**src/rtl/cpu_pkg.sv**
```systemverilog
// Shared definitions for the CPU control unit: opcodes, sequencer states,
// control-word bit positions and the per-state control-word decode.
package cpu_pkg;

    typedef logic [4:0] opcode_t;

    localparam opcode_t OP_LD   = 5'd0,  OP_LDI  = 5'd1,  OP_ST   = 5'd2;
    localparam opcode_t OP_ADD  = 5'd3,  OP_SUB  = 5'd4,  OP_SHR  = 5'd5;
    localparam opcode_t OP_SHL  = 5'd6,  OP_ROR  = 5'd7,  OP_ROL  = 5'd8;
    localparam opcode_t OP_AND  = 5'd9,  OP_OR   = 5'd10, OP_ADDI = 5'd11;
    localparam opcode_t OP_ANDI = 5'd12, OP_ORI  = 5'd13, OP_MUL  = 5'd14;
    localparam opcode_t OP_DIV  = 5'd15, OP_NEG  = 5'd16, OP_NOT  = 5'd17;
    localparam opcode_t OP_BRX  = 5'd18, OP_JR   = 5'd19, OP_JAL  = 5'd20;
    localparam opcode_t OP_IN   = 5'd21, OP_OUT  = 5'd22, OP_MFHI = 5'd23;
    localparam opcode_t OP_MFLO = 5'd24, OP_NOP  = 5'd25, OP_HALT = 5'd26;

    typedef enum logic [3:0] {
        RESET, FETCH0, FETCH1, FETCH2, T3, T4, T5, T6, T7, MULDIV_WAIT, HALT
    } state_t;

    localparam int CW_PCOUT = 0,  CW_MDROUT = 1,  CW_ZHIOUT = 2,  CW_ZLOOUT = 3;
    localparam int CW_HIOUT = 4,  CW_LOOUT  = 5,  CW_INPORT = 6,  CW_COUT   = 7;
    localparam int CW_BAOUT = 8,  CW_PCIN   = 9,  CW_IRIN   = 10, CW_MARIN  = 11;
    localparam int CW_YIN   = 12, CW_ZIN    = 13, CW_MDRIN  = 14, CW_HIIN   = 15;
    localparam int CW_LOIN  = 16, CW_RIN    = 17, CW_ROUT   = 18, CW_GRA    = 19;
    localparam int CW_GRB   = 20, CW_GRC    = 21, CW_CONIN  = 22, CW_OUTPORT = 23;
    localparam int CW_READ  = 24, CW_WRITE  = 25, CW_AND    = 26, CW_OR     = 27;
    localparam int CW_ADD   = 28, CW_SUB    = 29, CW_MUL    = 30, CW_DIV    = 31;
    localparam int CW_SHR   = 32, CW_SHL    = 33, CW_ROR    = 34, CW_ROL    = 35;
    localparam int CW_NEG   = 36, CW_NOT    = 37, CW_INCPC  = 38, CW_DPCLR  = 39;
    localparam int CW_RUN   = 40, CW_W      = 41;

    typedef logic [CW_W-1:0] cword_t;

    function automatic cword_t alu_mask(opcode_t op);
        cword_t m;
        m = '0;
        case (op)
            OP_ADD, OP_ADDI: m[CW_ADD] = 1'b1;
            OP_AND, OP_ANDI: m[CW_AND] = 1'b1;
            OP_OR,  OP_ORI:  m[CW_OR]  = 1'b1;
            OP_SUB: m[CW_SUB] = 1'b1;
            OP_SHR: m[CW_SHR] = 1'b1;
            OP_SHL: m[CW_SHL] = 1'b1;
            OP_ROR: m[CW_ROR] = 1'b1;
            OP_ROL: m[CW_ROL] = 1'b1;
            OP_MUL: m[CW_MUL] = 1'b1;
            OP_DIV: m[CW_DIV] = 1'b1;
            OP_NEG: m[CW_NEG] = 1'b1;
            OP_NOT: m[CW_NOT] = 1'b1;
            default: ;
        endcase
        return m;
    endfunction

    // FETCH2 marks instructions with no execute step (nop, halt, undefined).
    function automatic state_t last_step(opcode_t op);
        case (op)
            OP_LD, OP_ST:                        return T7;
            OP_MUL, OP_DIV, OP_BRX:              return T6;
            OP_LDI, OP_ADDI, OP_ANDI, OP_ORI,
            OP_ADD, OP_SUB, OP_SHR, OP_SHL,
            OP_ROR, OP_ROL, OP_AND, OP_OR:       return T5;
            OP_NEG, OP_NOT, OP_JAL:              return T4;
            OP_JR, OP_IN, OP_OUT, OP_MFHI,
            OP_MFLO:                             return T3;
            OP_NOP, OP_HALT:                     return FETCH2;
            default:                             return FETCH2;
        endcase
    endfunction

    function automatic cword_t decode(state_t s, opcode_t op, logic con_ff);
        cword_t c;
        c = '0;
        c[CW_RUN] = (s != RESET) && (s != HALT);
        case (s)
            RESET:  c[CW_DPCLR] = 1'b1;
            FETCH0: begin c[CW_PCOUT] = 1'b1; c[CW_MARIN] = 1'b1; c[CW_INCPC] = 1'b1; c[CW_ZIN] = 1'b1; end
            FETCH1: begin c[CW_ZLOOUT] = 1'b1; c[CW_PCIN] = 1'b1; c[CW_READ] = 1'b1; c[CW_MDRIN] = 1'b1; end
            FETCH2: begin c[CW_MDROUT] = 1'b1; c[CW_IRIN] = 1'b1; end
            T3: case (op)
                OP_LD, OP_LDI, OP_ST: begin c[CW_GRB] = 1'b1; c[CW_BAOUT] = 1'b1; c[CW_YIN] = 1'b1; end
                OP_MUL, OP_DIV:       begin c[CW_GRA] = 1'b1; c[CW_ROUT] = 1'b1; c[CW_YIN] = 1'b1; end
                OP_NEG, OP_NOT:       begin c[CW_GRB] = 1'b1; c[CW_ROUT] = 1'b1; c[CW_ZIN] = 1'b1; c |= alu_mask(op); end
                OP_BRX:  begin c[CW_GRA] = 1'b1; c[CW_ROUT] = 1'b1; c[CW_CONIN] = 1'b1; end
                OP_JR:   begin c[CW_GRA] = 1'b1; c[CW_ROUT] = 1'b1; c[CW_PCIN] = 1'b1; end
                OP_JAL:  begin c[CW_PCOUT] = 1'b1; c[CW_GRB] = 1'b1; c[CW_RIN] = 1'b1; end
                OP_IN:   begin c[CW_INPORT] = 1'b1; c[CW_GRA] = 1'b1; c[CW_RIN] = 1'b1; end
                OP_OUT:  begin c[CW_GRA] = 1'b1; c[CW_ROUT] = 1'b1; c[CW_OUTPORT] = 1'b1; end
                OP_MFHI: begin c[CW_HIOUT] = 1'b1; c[CW_GRA] = 1'b1; c[CW_RIN] = 1'b1; end
                OP_MFLO: begin c[CW_LOOUT] = 1'b1; c[CW_GRA] = 1'b1; c[CW_RIN] = 1'b1; end
                OP_NOP, OP_HALT: ;
                default: if (op <= OP_ORI) begin c[CW_GRB] = 1'b1; c[CW_ROUT] = 1'b1; c[CW_YIN] = 1'b1; end
            endcase
            T4: case (op)
                OP_LD, OP_LDI, OP_ST: begin c[CW_COUT] = 1'b1; c[CW_ADD] = 1'b1; c[CW_ZIN] = 1'b1; end
                OP_ADDI, OP_ANDI, OP_ORI: begin c[CW_COUT] = 1'b1; c[CW_ZIN] = 1'b1; c |= alu_mask(op); end
                OP_MUL, OP_DIV: begin c[CW_GRB] = 1'b1; c[CW_ROUT] = 1'b1; c[CW_ZIN] = 1'b1; c |= alu_mask(op); end
                OP_NEG, OP_NOT: begin c[CW_ZLOOUT] = 1'b1; c[CW_GRA] = 1'b1; c[CW_RIN] = 1'b1; end
                OP_BRX: begin c[CW_PCOUT] = 1'b1; c[CW_YIN] = 1'b1; end
                OP_JAL: begin c[CW_GRA] = 1'b1; c[CW_ROUT] = 1'b1; c[CW_PCIN] = 1'b1; end
                default: if (op >= OP_ADD && op <= OP_OR) begin
                    c[CW_GRC] = 1'b1; c[CW_ROUT] = 1'b1; c[CW_ZIN] = 1'b1; c |= alu_mask(op);
                end
            endcase
            MULDIV_WAIT: begin c[CW_GRB] = 1'b1; c[CW_ROUT] = 1'b1; c[CW_ZIN] = 1'b1; c |= alu_mask(op); end
            T5: case (op)
                OP_LD, OP_ST:   begin c[CW_ZLOOUT] = 1'b1; c[CW_MARIN] = 1'b1; end
                OP_MUL, OP_DIV: begin c[CW_ZLOOUT] = 1'b1; c[CW_LOIN] = 1'b1; end
                OP_BRX:         begin c[CW_COUT] = 1'b1; c[CW_ADD] = 1'b1; c[CW_ZIN] = 1'b1; end
                default:        begin c[CW_ZLOOUT] = 1'b1; c[CW_GRA] = 1'b1; c[CW_RIN] = 1'b1; end
            endcase
            T6: case (op)
                OP_LD:          begin c[CW_READ] = 1'b1; c[CW_MDRIN] = 1'b1; end
                OP_ST:          begin c[CW_GRA] = 1'b1; c[CW_ROUT] = 1'b1; c[CW_MDRIN] = 1'b1; end
                OP_MUL, OP_DIV: begin c[CW_ZHIOUT] = 1'b1; c[CW_HIIN] = 1'b1; end
                default: if (con_ff) begin c[CW_ZLOOUT] = 1'b1; c[CW_PCIN] = 1'b1; end
            endcase
            T7: if (op == OP_ST) c[CW_WRITE] = 1'b1;
                else begin c[CW_MDROUT] = 1'b1; c[CW_GRA] = 1'b1; c[CW_RIN] = 1'b1; end
            default: ;
        endcase
        return c;
    endfunction

endpackage

```
**src/rtl/control_unit_if.sv**
```systemverilog
// Control-unit <-> datapath bundle: IR/flag/stop in, every control strobe out.
interface control_unit_if;
    logic [31:0] IR;
    logic CON_FF, stop;
    logic run, dp_clear;
    logic PCout, MDRout, Zhighout, Zlowout, HIout, LOout, Inportout, Cout, BAout;
    logic PCin, IRin, MARin, Yin, Zin, MDRin, HIin, LOin, Rin, Rout, Gra, Grb, Grc, CONin, OutPort;
    logic read, write;
    logic AND, OR, ADD, SUB, MUL, DIV, SHR, SHL, ROR, ROL, NEG, NOT, IncPC;

    modport master (
        input  IR, CON_FF, stop,
        output run, dp_clear,
        output PCout, MDRout, Zhighout, Zlowout, HIout, LOout, Inportout, Cout, BAout,
        output PCin, IRin, MARin, Yin, Zin, MDRin, HIin, LOin, Rin, Rout, Gra, Grb, Grc, CONin, OutPort,
        output read, write,
        output AND, OR, ADD, SUB, MUL, DIV, SHR, SHL, ROR, ROL, NEG, NOT, IncPC
    );

    modport slave (
        output IR, CON_FF, stop,
        input  run, dp_clear,
        input  PCout, MDRout, Zhighout, Zlowout, HIout, LOout, Inportout, Cout, BAout,
        input  PCin, IRin, MARin, Yin, Zin, MDRin, HIin, LOin, Rin, Rout, Gra, Grb, Grc, CONin, OutPort,
        input  read, write,
        input  AND, OR, ADD, SUB, MUL, DIV, SHR, SHL, ROR, ROL, NEG, NOT, IncPC
    );
endinterface

```
**src/rtl/muldiv_wait_counter.sv**
```systemverilog
// Holds the multiply/divide operate step: loads MULDIV_CYCLES-1, done at zero.
module muldiv_wait_counter #(
    parameter int unsigned MULDIV_CYCLES = 1
) (
    input  logic clk,
    input  logic rst_n,
    input  logic load,
    input  logic en,
    output logic done
);
    if (MULDIV_CYCLES > 1) begin : g_cnt
        localparam int unsigned CNTW = $clog2(MULDIV_CYCLES);
        logic [CNTW-1:0] cnt;

        always_ff @(posedge clk or negedge rst_n) begin
            if (!rst_n)                  cnt <= '0;
            else if (load)               cnt <= CNTW'(MULDIV_CYCLES - 1);
            else if (en && cnt != '0)    cnt <= cnt - 1'b1;
        end
        assign done = (cnt == '0);
    end else begin : g_none
        logic unused;
        assign unused = &{1'b0, clk, rst_n, load, en};
        assign done = 1'b1;
    end
endmodule

```
**src/rtl/control_unit.sv**
```systemverilog
// Moore sequencer for the CPU datapath: fetch, per-opcode execute, halt.
module control_unit #(
    parameter int unsigned MULDIV_CYCLES = 1,
    parameter int unsigned OPW           = 5
) (
    input  logic           clk,
    input  logic           clear,
    control_unit_if.master ctl
);
    import cpu_pkg::*;

    state_t  state, state_d;
    cword_t  ctrl;
    opcode_t op;
    logic    stop_pend, halt_req, md_done, is_muldiv;
    logic    unused_ir;

    assign op        = opcode_t'(ctl.IR[31 -: OPW]);
    assign unused_ir = ^ctl.IR[31-OPW:0];
    assign is_muldiv = (op == OP_MUL) || (op == OP_DIV);

    muldiv_wait_counter #(.MULDIV_CYCLES(MULDIV_CYCLES)) u_mdw (
        .clk   (clk),
        .rst_n (clear),
        .load  (state == T3),
        .en    (state == T4 || state == MULDIV_WAIT),
        .done  (md_done)
    );

    // A stop pulse anywhere inside an instruction is remembered until the boundary.
    always_comb begin
        halt_req = ctl.stop | stop_pend;
        state_d  = state;
        case (state)
            RESET:       state_d = ctrl[CW_DPCLR] ? FETCH0 : RESET;
            HALT:        state_d = HALT;
            MULDIV_WAIT: state_d = md_done ? T5 : MULDIV_WAIT;
            default: begin
                if (state == last_step(op)) begin
                    state_d = (halt_req || op == OP_HALT) ? HALT : FETCH0;
                end else begin
                    case (state)
                        FETCH0:  state_d = FETCH1;
                        FETCH1:  state_d = FETCH2;
                        FETCH2:  state_d = T3;
                        T3:      state_d = T4;
                        T4:      state_d = (is_muldiv && !md_done) ? MULDIV_WAIT : T5;
                        T5:      state_d = T6;
                        T6:      state_d = T7;
                        default: state_d = FETCH0;
                    endcase
                end
            end
        endcase
    end

    always_ff @(posedge clk or negedge clear) begin
        if (!clear) begin
            state     <= RESET;
            ctrl      <= '0;
            stop_pend <= 1'b0;
        end else begin
            state <= state_d;
            ctrl  <= decode(state_d, op, ctl.CON_FF);
            if (ctl.stop) stop_pend <= 1'b1;
        end
    end

    assign {ctl.run, ctl.dp_clear, ctl.IncPC, ctl.NOT, ctl.NEG, ctl.ROL, ctl.ROR,
            ctl.SHL, ctl.SHR, ctl.DIV, ctl.MUL, ctl.SUB, ctl.ADD, ctl.OR, ctl.AND,
            ctl.write, ctl.read, ctl.OutPort, ctl.CONin, ctl.Grc, ctl.Grb, ctl.Gra,
            ctl.Rout, ctl.Rin, ctl.LOin, ctl.HIin, ctl.MDRin, ctl.Zin, ctl.Yin,
            ctl.MARin, ctl.IRin, ctl.PCin, ctl.BAout, ctl.Cout, ctl.Inportout,
            ctl.LOout, ctl.HIout, ctl.Zlowout, ctl.Zhighout, ctl.MDRout, ctl.PCout} = ctrl;

endmodule

```
**src/flat_wrapper.sv**
```systemverilog
// flat-port wrapper written by rule: the top's interface ports become plain ports
module control_unit_flat import cpu_pkg::*;
#(
    parameter int unsigned MULDIV_CYCLES = 1,
    parameter int unsigned OPW           = 5
)
  (clk, clear, ctl_IR, ctl_CON_FF, ctl_stop, ctl_run, ctl_dp_clear, ctl_PCout, ctl_MDRout, ctl_Zhighout, ctl_Zlowout, ctl_HIout, ctl_LOout, ctl_Inportout, ctl_Cout, ctl_BAout, ctl_PCin, ctl_IRin, ctl_MARin, ctl_Yin, ctl_Zin, ctl_MDRin, ctl_HIin, ctl_LOin, ctl_Rin, ctl_Rout, ctl_Gra, ctl_Grb, ctl_Grc, ctl_CONin, ctl_OutPort, ctl_read, ctl_write, ctl_AND, ctl_OR, ctl_ADD, ctl_SUB, ctl_MUL, ctl_DIV, ctl_SHR, ctl_SHL, ctl_ROR, ctl_ROL, ctl_NEG, ctl_NOT, ctl_IncPC);
  control_unit_if ctl_i ();
  input  logic clk;
  input  logic clear;
  input wire logic [$bits(ctl_i.IR)-1:0] ctl_IR;
  input wire logic [$bits(ctl_i.CON_FF)-1:0] ctl_CON_FF;
  input wire logic [$bits(ctl_i.stop)-1:0] ctl_stop;
  output wire logic [$bits(ctl_i.run)-1:0] ctl_run;
  output wire logic [$bits(ctl_i.dp_clear)-1:0] ctl_dp_clear;
  output wire logic [$bits(ctl_i.PCout)-1:0] ctl_PCout;
  output wire logic [$bits(ctl_i.MDRout)-1:0] ctl_MDRout;
  output wire logic [$bits(ctl_i.Zhighout)-1:0] ctl_Zhighout;
  output wire logic [$bits(ctl_i.Zlowout)-1:0] ctl_Zlowout;
  output wire logic [$bits(ctl_i.HIout)-1:0] ctl_HIout;
  output wire logic [$bits(ctl_i.LOout)-1:0] ctl_LOout;
  output wire logic [$bits(ctl_i.Inportout)-1:0] ctl_Inportout;
  output wire logic [$bits(ctl_i.Cout)-1:0] ctl_Cout;
  output wire logic [$bits(ctl_i.BAout)-1:0] ctl_BAout;
  output wire logic [$bits(ctl_i.PCin)-1:0] ctl_PCin;
  output wire logic [$bits(ctl_i.IRin)-1:0] ctl_IRin;
  output wire logic [$bits(ctl_i.MARin)-1:0] ctl_MARin;
  output wire logic [$bits(ctl_i.Yin)-1:0] ctl_Yin;
  output wire logic [$bits(ctl_i.Zin)-1:0] ctl_Zin;
  output wire logic [$bits(ctl_i.MDRin)-1:0] ctl_MDRin;
  output wire logic [$bits(ctl_i.HIin)-1:0] ctl_HIin;
  output wire logic [$bits(ctl_i.LOin)-1:0] ctl_LOin;
  output wire logic [$bits(ctl_i.Rin)-1:0] ctl_Rin;
  output wire logic [$bits(ctl_i.Rout)-1:0] ctl_Rout;
  output wire logic [$bits(ctl_i.Gra)-1:0] ctl_Gra;
  output wire logic [$bits(ctl_i.Grb)-1:0] ctl_Grb;
  output wire logic [$bits(ctl_i.Grc)-1:0] ctl_Grc;
  output wire logic [$bits(ctl_i.CONin)-1:0] ctl_CONin;
  output wire logic [$bits(ctl_i.OutPort)-1:0] ctl_OutPort;
  output wire logic [$bits(ctl_i.read)-1:0] ctl_read;
  output wire logic [$bits(ctl_i.write)-1:0] ctl_write;
  output wire logic [$bits(ctl_i.AND)-1:0] ctl_AND;
  output wire logic [$bits(ctl_i.OR)-1:0] ctl_OR;
  output wire logic [$bits(ctl_i.ADD)-1:0] ctl_ADD;
  output wire logic [$bits(ctl_i.SUB)-1:0] ctl_SUB;
  output wire logic [$bits(ctl_i.MUL)-1:0] ctl_MUL;
  output wire logic [$bits(ctl_i.DIV)-1:0] ctl_DIV;
  output wire logic [$bits(ctl_i.SHR)-1:0] ctl_SHR;
  output wire logic [$bits(ctl_i.SHL)-1:0] ctl_SHL;
  output wire logic [$bits(ctl_i.ROR)-1:0] ctl_ROR;
  output wire logic [$bits(ctl_i.ROL)-1:0] ctl_ROL;
  output wire logic [$bits(ctl_i.NEG)-1:0] ctl_NEG;
  output wire logic [$bits(ctl_i.NOT)-1:0] ctl_NOT;
  output wire logic [$bits(ctl_i.IncPC)-1:0] ctl_IncPC;
  assign ctl_i.IR = ctl_IR;
  assign ctl_i.CON_FF = ctl_CON_FF;
  assign ctl_i.stop = ctl_stop;
  assign ctl_run = ctl_i.run;
  assign ctl_dp_clear = ctl_i.dp_clear;
  assign ctl_PCout = ctl_i.PCout;
  assign ctl_MDRout = ctl_i.MDRout;
  assign ctl_Zhighout = ctl_i.Zhighout;
  assign ctl_Zlowout = ctl_i.Zlowout;
  assign ctl_HIout = ctl_i.HIout;
  assign ctl_LOout = ctl_i.LOout;
  assign ctl_Inportout = ctl_i.Inportout;
  assign ctl_Cout = ctl_i.Cout;
  assign ctl_BAout = ctl_i.BAout;
  assign ctl_PCin = ctl_i.PCin;
  assign ctl_IRin = ctl_i.IRin;
  assign ctl_MARin = ctl_i.MARin;
  assign ctl_Yin = ctl_i.Yin;
  assign ctl_Zin = ctl_i.Zin;
  assign ctl_MDRin = ctl_i.MDRin;
  assign ctl_HIin = ctl_i.HIin;
  assign ctl_LOin = ctl_i.LOin;
  assign ctl_Rin = ctl_i.Rin;
  assign ctl_Rout = ctl_i.Rout;
  assign ctl_Gra = ctl_i.Gra;
  assign ctl_Grb = ctl_i.Grb;
  assign ctl_Grc = ctl_i.Grc;
  assign ctl_CONin = ctl_i.CONin;
  assign ctl_OutPort = ctl_i.OutPort;
  assign ctl_read = ctl_i.read;
  assign ctl_write = ctl_i.write;
  assign ctl_AND = ctl_i.AND;
  assign ctl_OR = ctl_i.OR;
  assign ctl_ADD = ctl_i.ADD;
  assign ctl_SUB = ctl_i.SUB;
  assign ctl_MUL = ctl_i.MUL;
  assign ctl_DIV = ctl_i.DIV;
  assign ctl_SHR = ctl_i.SHR;
  assign ctl_SHL = ctl_i.SHL;
  assign ctl_ROR = ctl_i.ROR;
  assign ctl_ROL = ctl_i.ROL;
  assign ctl_NEG = ctl_i.NEG;
  assign ctl_NOT = ctl_i.NOT;
  assign ctl_IncPC = ctl_i.IncPC;
  control_unit #(.MULDIV_CYCLES(MULDIV_CYCLES), .OPW(OPW)) u_core (.clk(clk), .clear(clear), .ctl(ctl_i));
endmodule
```
**config.mk**
```make
export PLATFORM = sky130hd
export DESIGN_NAME = control_unit_flat
export DESIGN_NICKNAME = d
export VERILOG_FILES = /design/src/rtl/cpu_pkg.sv /design/src/rtl/control_unit_if.sv /design/src/rtl/muldiv_wait_counter.sv /design/src/rtl/control_unit.sv /design/src/flat_wrapper.sv
export SDC_FILE = /design/constraint.sdc
export NUM_CORES = 1
export LEC_CHECK = 0
export CAP_MARGIN = 25
export CORE_MARGIN = 5
export CORE_UTILIZATION = 40
export CTS_CLUSTER_DIAMETER = 120
export DETAILED_ROUTE_END_ITERATION = 6
export DONT_BUFFER_PORTS = 1
export PLACE_DENSITY = 0.58
export SYNTH_ARGS = -nofsm -noshare
export SYNTH_HDL_FRONTEND = slang
export SYNTH_SLANG_ARGS = --single-unit
export TNS_END_PERCENT = 20
```
**constraint.sdc**
```tcl
create_clock -name clk -period 2.4 [get_ports clk]
set_input_delay 0.72 -clock clk [delete_from_list [all_inputs] [get_ports clk]]
set_output_delay 0.72 -clock clk [all_outputs]
set_load 0.005 [all_outputs]
```
======== Yosys cells after proc, flatten, opt, wreduce, memory -nomap -nowiden ========
Memory sizes are Yosys's and may differ from the RTL's.
Index checks and enable logic that the tools add are counted.
storage, ports and cells
  flip-flop bits (word level) ............. 46
  output and inout bits ................... 41
  bits in read-only memories .............. 128
  bits of input ports ..................... 36
  memories kept ........................... 1
  logic and storage cells ................. 307
cells by class
  reductions and logical operators ........ 34
  $lt $le $gt $ge ......................... 3
  muxes and demuxes ....................... 214
  bitwise logic cells ..................... 6
  eq/ne operators ......................... 46
memory list
  name             depth  width  read ports  clocked after Yosys merged registers in  write ports  RTL line       RTL
  (no name shown)  32     4      1           0                                        0            cpu_pkg.sv:58  case (op)
operators by type and width
  cell                  number
  $or A41 B38 Y41       5
  $mux W1               146
  $pmux W1 S4           21
  $eq A5 B5 Y1 const B  11
  $mux W41              1
  $eq A5 B4 Y1 const B  8
  $pmux W12 S3          1
  $pmux W1 S5           7
  $eq A4 B3 Y1 const B  8
  $pmux W4 S7           1
  $pmux W3 S3           3
  $pmux W9 S3           1
  $pmux W4 S3           2
  $pmux W8 S3           1
  $pmux W1 S3           7
  $eq A5 B3 Y1 const B  4
  $pmux W1 S2           10
  $reduce_or A4 Y1      5
  $reduce_or A5 Y1      4
  $pmux W2 S3           3
  $reduce_or A9 Y1      2
  $mux W17              1
  $eq A4 B2 Y1 const B  4
  $eq A4 B4 Y1 const B  4
  24 further kinds      43

======== Depth between registers and ports, before layout ========
  word-level depth ........................ 12
  mapped depth ............................ 11
  mapped depth without buffers ............ 8

======== Modules after synthesis ========
Synthesis repeated with hierarchy kept, for this count alone.
second synthesis, totals
  cells, all modules ...................... 263
  area total of the unflattened synthesis .. 2501.1 um^2
modules (own cells, without submodules)
  module               cells an instance  instances  seq. area each (um^2)  area each (um^2)
  control_unit         261                1          1126.1                 2489.9
  muldiv_wait_counter  2                  1          0.0                    11.3

======== Worst setup path before layout ========
OpenSTA, ideal clock, no wires.
  kind .................................... input port to flip-flop
  start point ............................. in ctl_IR[31]
  end point ............................... reg u_core.ctrl[13]
  arrival time ............................ 2692 ps
  path slack .............................. -425 ps
  data required time ...................... 2267 ps
  buffers on the path ..................... 1
  setup time .............................. 133 ps
  cell stages on the path ................. 9
  cell sequence ........................... buf_2 or4_4 o221a_4 xor2_1 nor3_2 or4_1 nor3b_1 nand2_1 nand4_1
between the ends
  word-level cells in the longest chain between the ends .. 7
  elaborated cells on any way between the ends .. 38
  classes of those cells .................. order compare: 2; eq/ne: 18; mux: 9; reduce/logical: 8; memory: 1
ends and longest elaborated chain
  what                                                   RTL line                                RTL
  start: declaration                                     flat_wrapper.sv:11                      input wire logic [$bits(ctl_i.IR)-1:0] ctl_IR;
  $mem_v2 Z32 W4 / $eq A5 B5 Y1 (equally long branches)  --
  $mux W4 / $logic_or A1 B1 Y1 (equally long branches)   control_unit.sv:34, control_unit.sv:40
  $eq A4 B4 Y1 / $mux W4 (equally long branches)         control_unit.sv:39, control_unit.sv:40
  $mux W4                                                control_unit.sv:39                      if (state == last_step(op)) begin
  $pmux W4 S3                                            control_unit.sv:34                      case (state)
  $eq A4 B3 Y1, or another cell as far along             cpu_pkg.sv:76                           case (s)
  $pmux W1 S5 (*)                                        cpu_pkg.sv:76
  end signal: assignment                                 control_unit.sv:64                      ctrl <= decode(state_d, op, ctl.CON_FF);
  end: declaration                                       control_unit.sv:13                      cword_t ctrl;
Every way passes the cells marked *; elsewhere a longest branch is shown, timed or not. The select of a mux whose other input is x is not followed.
A chain may end at the register's enable or synchronous reset.

======== Worst setup path after layout ========
  start point ............................. in ctl_IR[27]
  end point ............................... reg u_core.ctrl[17]
between the ends
  word-level cells in the longest chain between the ends .. 7
  elaborated cells on any way between the ends .. 43
  classes of those cells .................. order compare: 2; eq/ne: 21; mux: 10; reduce/logical: 9; memory: 1
ends and longest elaborated chain
  what                                                   RTL line
  $mem_v2 Z32 W4 / $eq A5 B5 Y1 (equally long branches)  --
  $mux W4 / $logic_or A1 B1 Y1 (equally long branches)   control_unit.sv:34, control_unit.sv:40
  $eq A4 B4 Y1 / $mux W4 (equally long branches)         control_unit.sv:39, control_unit.sv:40
  $mux W4                                                control_unit.sv:39
  $pmux W4 S3                                            control_unit.sv:34
  $eq A4 B4 Y1 / $eq A4 B3 Y1 (equally long branches)    cpu_pkg.sv:76
  $pmux W1 S5 (*)                                        cpu_pkg.sv:76
Marks and branches as above.

==> results.md <==
- Status: finished with violations
- Failing checks: setup timing
- Fin worst setup slack: -0.161 ns
- Yosys top cell by area: dfrtp_1
- Share of the synthesized area in the top cell type: 50.2%
- Setup CP Type: input pin to flip-flop
- Vias per cell: 5.66
- Detail Route Antenna Nets: 0
- Hold/Removal Path Class: input pin to async pin
- Initial antenna violation count: 0
- Area contributors post-synth: dfrtp_1 (50%), nand2_1 (4.0%), nor2_1 (3.8%)
- DIE AREA: 7210 um^2
- Critical Path AT: 2.73 ns
- CTS hold repair buffers: 0
- Comb power frac: 50.5%
- Leakage power total: 0.00126 uW
- Power per cell area: 1170 nW/um^2
- Filler cell count: 515
- Post-synth top cells: dfrtp_1 (45), nand2_1 (24), nor2_1 (23)
- Clock power share: 16.6%
- Tcrit/Tclk final: 107%
- Net Switching: 1250 uW
- Num CTS Buffers: 5
- Max Clock Freq: 391 MHz
- Cell count after synthesis: 235
- Synth Register Bits: 45
- Slew @ Worst Pin: 0.516 ns
- Final setup viols: 34
- Pin count of the biggest net entering global routing: 46
- Crit. End Element: flip-flop
- Reg2reg start: u_core.state[3]
- Layout cells sized above 1: 28.8%
- Number of global-route vias before repair: 1,875
- H-tree levels: 2
- Starting Density: 41.0%
- CTS tree: done
- Critical path launch point type: input pin
- Die X: 84.9 um
- Core Region: 5470 um^2
- Synth warn: 0
- Post-Syn Nets: 271
- Max Slew Vio Count: 0
- R2r setup slk: 0.13 ns
- Core Rows: 27
- Root Driver: clkbuf_8
- Netlist cell types: 54
- Most numerous cell in the Yosys netlist: dfrtp_1
- P_int: 2030 uW
- Register area share after synthesis: 50.2%
- Req. time, crit path: 2.57 ns
- Setup_tns: -2.39 ns
- CP max FO: 20
- I/O Pins: 77
- Worst-path cell chain: or4_4, o221a_4, xnor2_4, a41o_1, nand2_2, buf_4, nor3_2, a311o_1
- Vias: 1,901
- RSZ-0062 raised after global routing: true
- Final HPWL DP: 4.17 mm
- Net Sw Frac: 38.1%
- IO buf count: 0
- Layout Cells excl Fill: 336
- Number of synthesized flops with an enable pin: 0
- Final-stage net count: 300
- First-pass GRT wire length: 9.66 mm
- Hold Violations, Final: 0
- Area of the mapped netlist: 2240 um^2
- Seq pwr share: 32.9%
- Syn_area_per_cell: 9.55 um^2
- GRT Resource Usage Total: 16.6%
- Area Overhead vs Synth: 25.1%
- Sink Count: 45
- Clock-pin transition on the worst setup and hold timing paths: 0.08 ns
- Min cycle time layout: 2.56 ns
- DR iter-0 viols: 252
- Async S/R FF share, synth: 100%
- Max-Slew Margin vs Limit: 65.6%
- Die Height: 84.9 um
- R2R cell count: 8
- Placed Instances: 323
- Clock skew: 0.00580 ns
- Antenna cells: 0
- GRT overflow: 0
- Max-capacitance violation count: 0
- Worst path slowest cell: or4_4
- Drt first pass iters: 4
- Reg2reg end: u_core.ctrl[17]
- Max incr delay on CP: 0.55 ns
- Worst skew pair latency: 0.29 ns
- Number of buffers on the longest clock path: 2
- Routed len/inst: 17.3 um
- Placer congestion estimate: 0.826
- Worst VDD drop: 0.000575 V
- Post-synth top flop: dfrtp_1
- DRC viols: 0
- Final WL: 5.80 mm
## metal layers
metal	vias to the layer above	part of all wire [%]	global-route usage, %
li1	898	-	-
met1	937	44	22.6
met2	55	47	25.7
met3	11	6.9	4.66
met4	0	1.8	5.32
met5	-	0	0
## sequential cells by signal (all words and copies together) (netlist names)
register	cells
u_core.state	4
u_core.ctrl	40
u_core.stop_pend	1
## cells by family after synthesis
kind of cell | after synthesis | share of synthesized area (%)
simple gates | 109 | 25.0
compound gates | 49 | 16.6
flops | 45 | 50.2
xor+xnor | 7 | 3.07
mux | 2 | 0.948
buf+inv | 23 | 4.29
## metrics by stage
stage                     area (um^2)  total power (uW)  utilization [%]  setup slack [ns]  hold slack, ns
after floorplan                  2320              1940                -            -0.269           0.424
after global placement           2570              2470             47.0            -0.460           0.426
after detailed placement         2570              2490             47.0            -0.492           0.426
after CTS                        2740              3150             50.0            -0.129           0.103
after global routing             2810              3500             51.3            -0.288          0.0916
final                            2810              3270             51.3            -0.161           0.110
## power groups by stage
stage	registers [uW]	clock network [uW]	logic, uW
after floorplan	987	0	956
after global placement	1090	0	1390
after detailed placement	1090	0	1400
after CTS	1080	561	1510
after global routing	1100	601	1800
final	1080	544	1650
## final cells by class
| cell class | count | area [um^2] | share of cell area, % |
|---|---|---|---|
| clock buffer | 5 | 68.8 | 2.45 |
| timing repair buffer | 38 | 293 | 10.4 |
| tap | 72 | 90.1 | 3.21 |
| multi-input combinational | 168 | 1170 | 41.8 |
| clock inverter | 2 | 35.0 | 1.25 |
| inverter | 6 | 22.5 | 0.802 |
| sequential | 45 | 1130 | 40.1 |
## how the worst max path moves through the flow
stage               startpoint               to  slack, ns  cells after the start
finish              ctl_IR[27]  u_core.ctrl[17]      -0.16                      8
global route        ctl_IR[28]  u_core.ctrl[13]      -0.29                      9
CTS                 ctl_IR[27]   u_core.ctrl[9]      -0.13                      9
detailed placement  ctl_IR[29]  u_core.ctrl[17]      -0.49                      8
global placement    ctl_IR[29]  u_core.ctrl[17]      -0.46                      8
floorplan           ctl_IR[27]   u_core.ctrl[9]      -0.27                     10
## worst max-delay path: cells and delay by family
kind | cells | cell delay, ns
XOR/XNOR | 1 | 0.17
AO/OA/AOI/OAI | 3 | 0.84
buffers and inverters | 1 | 0.18
AND/OR/NAND/NOR | 3 | 0.81
## cell usage in the layout, fill, tap and decap left out, drive strengths merged, types with 2 or more instances in the layout
master / count
o211ai: 7
clkbuf: 5
o21ai: 15
a31oi: 4
nand2: 25
inv: 6
xor2: 3
a21oi: 7
nor3: 14
dfrtp: 45
a22oi: 2
or4: 3
nand2b: 9
nand3b: 3
nor3b: 2
xnor2: 4
or2: 4
nand4: 5
nor2: 24
nor2b: 3
nand3: 9
a32oi: 2
nor4: 3
buf: 38
## timing repair
action / CTS / global route
buffers inserted: 1 / 4
gates resized for setup: 13 / 8
gates cloned: 1 / 0
setup endpoints to repair: 32 / 36
pin swaps: 7 / 7
(Power assumes the default switching activity.)
